**src/rtl/gpio_pattern_gen.sv**
```systemverilog
// gpio_pattern_gen: programmable GPIO pattern generator.
//
// A prescaler produces a one-cycle tick every div+1 enabled cycles; each tick
// advances the pattern one step in the selected mode (rotate left, rotate
// right, bounce, binary count). A valid/ready port seeds the pattern at run
// time and restarts the prescaler and the bounce sweep.
//
// Build option: define GPIO_PATTERN_BOUNCE_EN to enable the bounce mode.
// Without it, mode 2 behaves as rotate left, dir is tied low and no bounce
// position register exists.
//
// Bounce direction (dir):
//   dir | meaning
//   0   | sweeping left, bpos counting up toward WIDTH-1
//   1   | sweeping right, bpos counting down toward 0

module gpio_pattern_gen #(
    parameter int WIDTH = 32,
    parameter int DIV_W = 24
) (
    input  logic             clk,
    input  logic             rst,
    input  logic             en,
    input  logic [1:0]       mode,
    input  logic [DIV_W-1:0] div,
    input  logic             load_valid,
    input  logic [WIDTH-1:0] load_data,
    output logic             load_ready,
    output logic [WIDTH-1:0] pattern,
    output logic             tick,
    output logic             dir
);

    localparam logic [WIDTH-1:0] PATTERN_RST = {{(WIDTH-1){1'b1}}, 1'b0};

    logic             accept;
    logic [DIV_W-1:0] cnt;

    assign accept = load_valid && load_ready;

    // Ready comes up one edge after reset release and never drops again.
    always_ff @(posedge clk or posedge rst) begin
        if (rst) begin
            load_ready <= 1'b0;
        end else begin
            load_ready <= 1'b1;
        end
    end

    // Prescaler: a load restarts the period; a div lowered below cnt lets cnt
    // wrap through 2^DIV_W before it matches again.
    always_ff @(posedge clk or posedge rst) begin
        if (rst) begin
            cnt  <= '0;
            tick <= 1'b0;
        end else if (accept) begin
            cnt  <= '0;
            tick <= 1'b0;
        end else if (en) begin
            if (cnt == div) begin
                cnt  <= '0;
                tick <= 1'b1;
            end else begin
                cnt  <= cnt + DIV_W'(1);
                tick <= 1'b0;
            end
        end else begin
            tick <= 1'b0;
        end
    end

`ifdef GPIO_PATTERN_BOUNCE_EN
    localparam int BPOS_W = (WIDTH > 2) ? $clog2(WIDTH) : 1;
    localparam logic [BPOS_W-1:0] BPOS_LAST = BPOS_W'(WIDTH - 1);

    logic [BPOS_W-1:0] bpos;
    logic              dir_q;
    logic [BPOS_W-1:0] bpos_up;
    logic [BPOS_W-1:0] bpos_dn;

    assign dir     = dir_q;
    assign bpos_up = bpos + BPOS_W'(1);
    assign bpos_dn = bpos - BPOS_W'(1);

    // Pattern step plus bounce tracking; a load wins over a coincident tick.
    always_ff @(posedge clk or posedge rst) begin
        if (rst) begin
            pattern <= PATTERN_RST;
            bpos    <= '0;
            dir_q   <= 1'b0;
        end else if (accept) begin
            pattern <= load_data;
            bpos    <= '0;
            dir_q   <= 1'b0;
        end else if (tick) begin
            case (mode)
                2'd0: pattern <= {pattern[WIDTH-2:0], pattern[WIDTH-1]};
                2'd1: pattern <= {pattern[0], pattern[WIDTH-1:1]};
                2'd2: begin
                    if (!dir_q) begin
                        pattern <= {pattern[WIDTH-2:0], pattern[WIDTH-1]};
                        bpos    <= bpos_up;
                        if (bpos_up == BPOS_LAST) dir_q <= 1'b1;
                    end else begin
                        pattern <= {pattern[0], pattern[WIDTH-1:1]};
                        bpos    <= bpos_dn;
                        if (bpos_dn == '0) dir_q <= 1'b0;
                    end
                end
                default: pattern <= pattern + WIDTH'(1);
            endcase
        end
    end
`else
    assign dir = 1'b0;

    // Pattern step; a load wins over a coincident tick. Mode 2 rotates left.
    always_ff @(posedge clk or posedge rst) begin
        if (rst) begin
            pattern <= PATTERN_RST;
        end else if (accept) begin
            pattern <= load_data;
        end else if (tick) begin
            case (mode)
                2'd0, 2'd2: pattern <= {pattern[WIDTH-2:0], pattern[WIDTH-1]};
                2'd1:       pattern <= {pattern[0], pattern[WIDTH-1:1]};
                default:    pattern <= pattern + WIDTH'(1);
            endcase
        end
    end
`endif

endmodule

```
**config.mk**
```make
export PLATFORM = sky130hd
export DESIGN_NAME = gpio_pattern_gen
export DESIGN_NICKNAME = d
export VERILOG_FILES = /design/src/rtl/gpio_pattern_gen.sv
export SDC_FILE = /design/constraint.sdc
export NUM_CORES = 1
export LEC_CHECK = 0
export ABC_AREA = 1
export CORE_ASPECT_RATIO = 1.75
export CORE_MARGIN = 2
export CORE_UTILIZATION = 35
export DETAILED_ROUTE_END_ITERATION = 16
export GPL_ROUTABILITY_DRIVEN = 0
export GPL_TIMING_DRIVEN = 0
export PLACE_DENSITY = 0.64
export SETUP_SLACK_MARGIN = 0.15
export SLEW_MARGIN = 5
export SYNTH_ARGS = -nofsm -noshare
export SYNTH_HDL_FRONTEND = slang
export SYNTH_SLANG_ARGS = --single-unit
```
**constraint.sdc**
```tcl
create_clock -name clk -period 3.04 [get_ports clk]
set_input_delay 0.608 -clock clk [delete_from_list [all_inputs] [get_ports clk]]
set_output_delay 0.608 -clock clk [all_outputs]
set_load 0.01 [all_outputs]
```
==> results.py <==
metrics = {
    "run_status": {
        "status": "finished, final reports clean",
    },
    "setup_path": {
        "critical-path-max-stage-delay_ns": 0.43,
        "critical_path_arrival_ns": 2.43,
        "crit_top_cell": "sky130_fd_sc_hd__inv_2",
        "critical_path.slowest_cell": "sky130_fd_sc_hd__nor2_2",
        "timing.setup.critical_path_class": "in -> reg",
        "startpoint_type": "primary input",
        "crit_family": "simple AND/OR/NAND/NOR gates",
        "path_buf_inv": 3,
        "crit_path_max_fanout": 9,
        "timing.critical_path.to_type": "flop",
        "required_ns": 3.26,
        "crit_path_cell_trace": "clkdlybuf4s50_1, nand2_2, inv_2, nor2_2, inv_2, nand4_1, xor2_1, nor2_1",
    },
    "die": {
        "design.portCount": 97,
        "fp-row-count": 58,
        "starting_utilization_of_the_core_area_pct": 35.4,
        "chipWidth_um": 94.6,
        "core_area_um2": 14200,
        "die_h_um": 163,
        "die_area_um2": 15400,
    },
    "layout": {
        "area_growth_syn_to_layout_pct": 29.2,
        "stdcell_area_um2": 6500,
        "fill_cell_count": 1579,
        "layout.nets": 1038,
        "share_of_final_layout_standard_cells_stronger_than_drive_strength_1_pct": 8.27,
        "layout.core_utilization_pct": 45.7,
        "num_antenna_cells": 0,
    },
    "power": {
        "switching_share_pct": 33.6,
        "netSwitchingPower_w": 0.00103,
        "static-leakage-power_nw": 3.10,
        "power.sequential.fraction_pct": 35.6,
        "cellPowerDensity_nw_per_um2": 471,
        "clock_power_share_pct": 34.6,
        "int_pwr_w": 0.00203,
        "combinational_cell_fraction_of_total_power_pct": 29.8,
        "vdd_drop_max_v": 0.000261,
    },
    "grt": {
        "grt_start_max_net_pins": 59,
        "gr-total-overflow": 0,
        "wire_length_of_the_first_global_routing_pass_mm": 26.7,
        "grt_antenna_before_repair": 0,
        "grt_pass1_vias": 5655,
        "grt.total_usage_pct": 22.4,
    },
    "clocking": {
        "ctsLongestPathBuffers": 2,
        "clock_latency_on_the_worst_skew_pair_ns": 0.34,
        "post_cts_resized": 0,
        "holdBufCountCts": 0,
        "cts-buffers-inserted": 9,
        "clock-root-buffer": "sky130_fd_sc_hd__clkbuf_16",
        "clkSinkCount": 58,
        "postCtsSetupBuffers": 0,
        "worst_setup_hold_path_clk_slew_ns": 0.05,
        "cts_tree": "done",
        "clock_tree.htree_level_count": 3,
    },
    "synthesis": {
        "mappedNetlistArea_um2": 5030,
        "synth_cell_types": 36,
        "synth-seq-area-share_pct": 29.6,
        "synthMostInstantiatedCell": "sky130_fd_sc_hd__nand2_1",
        "postSynthAreaPerCell_um2": 5.79,
        "yosys.area.top_type": "sky130_fd_sc_hd__nand2_1",
        "synth-edff-count": 0,
        "postSynthRegisterBits": 58,
        "area_share_of_the_leading_cell_type_in_the_synthesized_netlist_pct": 24.7,
        "synth_common_cells": "sky130_fd_sc_hd__nand2_1 (331), sky130_fd_sc_hd__nor2_1 (131), sky130_fd_sc_hd__inv_1 (123)",
        "synth_async_sr_flop_share_pct": 100,
        "synth_ff_type": "sky130_fd_sc_hd__dfstp_2",
        "synth_warnings": 0,
        "yosys-top-cells-area": "sky130_fd_sc_hd__nand2_1 (25%), sky130_fd_sc_hd__dfstp_2 (16%), sky130_fd_sc_hd__dfrtp_1 (13%)",
        "postSynthNetCount": 933,
        "syn-instance-count": 869,
    },
    "drt": {
        "drt-pass1-iter-count": 5,
        "detail_route.wl_per_cell_um": 14.4,
        "num_vias": 5695,
        "initialDrtViolationCount": 186,
        "route.antenna.remaining_nets": 0,
        "avgViaCountPerCell": 4.91,
        "detail_route.wirelength_mm": 16.7,
        "post-route-drc-count": 0,
    },
    "sta": {
        "hold_violations": 0,
        "worstMarginPinSlew_ns": 0.778,
        "layout_worst_path_cycle_share_pct": 72.6,
        "setup_viol_count_final": 0,
        "report.final.slew_viol_count": 0,
        "fin_worst_hold_slack_ns": 0.488,
        "period_minus_slack_ns": 2.21,
        "slew_headroom_pct": 48.1,
        "rsz_0062_raised_after_global_routing": "false",
        "fmaxAchievable_ghz": 0.453,
        "clock-skew-final_ns": 0.00843,
    },
    "placed_design": {
        "detailedPlacementHpwl_mm": 12.9,
        "portBuffers": 94,
        "dpl_cell_area_um2": 6200,
    },
    "worst_hold_path": {
        "hold_crit_path_type": "reg -> reg",
    },
    "job": {
        "timing.max_cap.violations": 0,
    },
}
## per-stage QoR
stage / total power [W] / setup slack, ns / cells / TNS [ns]
floorplan: 0.00158 / 1.06 / 869 / 0
global placement: 0.00200 / -0.312 / 1143 / -8.23
detailed placement: 0.00200 / 0.478 / 1143 / 0
CTS: 0.00308 / 0.837 / 1159 / 0
global route: 0.00324 / 0.691 / 1159 / 0
finish: 0.00306 / 0.832 / 1159 / 0
## placed cells by master (no fill, tap or decap), types with 2 or more instances in the layout
master and instances:
sky130_fd_sc_hd__conb_1 2, sky130_fd_sc_hd__nor2_2 5, sky130_fd_sc_hd__dfrtp_1 27, sky130_fd_sc_hd__inv_2 4, sky130_fd_sc_hd__a21oi_1 3, sky130_fd_sc_hd__ha_1 2, sky130_fd_sc_hd__nor3_1 4, sky130_fd_sc_hd__buf_1 3
sky130_fd_sc_hd__clkbuf_1 15, sky130_fd_sc_hd__xnor2_1 3, sky130_fd_sc_hd__nor2_1 131, sky130_fd_sc_hd__inv_1 122, sky130_fd_sc_hd__buf_2 8, sky130_fd_sc_hd__nand2_2 5, sky130_fd_sc_hd__o21ai_0 51, sky130_fd_sc_hd__nor2_4 6
sky130_fd_sc_hd__o221ai_1 2, sky130_fd_sc_hd__nand2_1 331, sky130_fd_sc_hd__o22ai_1 35, sky130_fd_sc_hd__nand3_1 43, sky130_fd_sc_hd__clkbuf_8 2, sky130_fd_sc_hd__clkbuf_16 9, sky130_fd_sc_hd__clkdlybuf4s50_1 94, sky130_fd_sc_hd__xor2_1 14
sky130_fd_sc_hd__o31ai_1 2, sky130_fd_sc_hd__nand4_1 4, sky130_fd_sc_hd__o21ai_1 4, sky130_fd_sc_hd__buf_4 2, sky130_fd_sc_hd__dfstp_2 31, sky130_fd_sc_hd__nor3_2 2, sky130_fd_sc_hd__o211ai_1 2
## power groups by stage
stage | registers, W | clock network [W] | logic [W]
floorplan | 0.00109 | 0 | 0.000492
finish | 0.00109 | 0.00106 | 0.000911
global route | 0.00111 | 0.00112 | 0.00101
detailed placement | 0.00110 | 0 | 0.000909
global placement | 0.00110 | 0 | 0.000902
CTS | 0.00109 | 0.00108 | 0.000914
## worst paths after layout
check	cells after the start	from	slack, ns	to
max	8	load_valid	0.83	cnt[19]
min	2	pattern[31]	0.49	pattern[31]
max reg2reg	11	pattern[1]	1.04	pattern[30]
min reg2reg	2	pattern[31]	0.49	pattern[31]
max in group asynchronous	2	rst	1.76	cnt[19]
min in group asynchronous	2	rst	0.79	cnt[4]
## layout make-up
| class | count | area [µm²] | share of cell area [%] |
|---|---|---|---|
| Multi-Input combinational cell | 658 | 2940 | 45.3 |
| Clock inverter | 2 | 35.0 | 0.539 |
| Tap cell | 180 | 225 | 3.47 |
| Buffer | 26 | 123 | 1.89 |
| Inverter | 127 | 479 | 7.37 |
| Sequential cell | 58 | 1490 | 22.9 |
| Timing Repair Buffer | 94 | 941 | 14.5 |
| Clock buffer | 14 | 264 | 4.06 |
## flip-flops by register name (all words and copies together), names as in the netlist
register,flops
pattern,32
cnt,24
load_ready,1
tick,1
## cells by family (layout without fill, tap and decap cells)
group | count (synthesis) | after routing | share of synthesized area, %
AOI/OAI and AO/OA | 101 | 101 | 11.3
xor gates and xnor gates | 17 | 17 | 2.96
adders and majority gates | 2 | 2 | 0.497
buffers and inverters | 153 | 263 | 11.9
DFF | 58 | 58 | 29.6
other | 2 | 2 | 0.149
and+or+nand+nor | 536 | 536 | 43.5
## routing by layer
layer / up-vias / GRT usage (%) / wire length [µm] / share of wire, %
met5: - / 0 / 0 / 0
met4: 0 / 13.4 / 867 / 5.2
met3: 57 / 3.33 / 624 / 3.7
met2: 150 / 42.9 / 9210 / 55
met1: 2584 / 21.8 / 6020 / 36
li1: 2904 / - / - / -
## tightest hold or removal path, delay by kind of cell, from the launching register on
family / cells / cell delay, ns
AND/OR/NAND/NOR: 2 / 0.11
flip-flops: 1 / 0.38
Power figures use the tool's default switching activity.
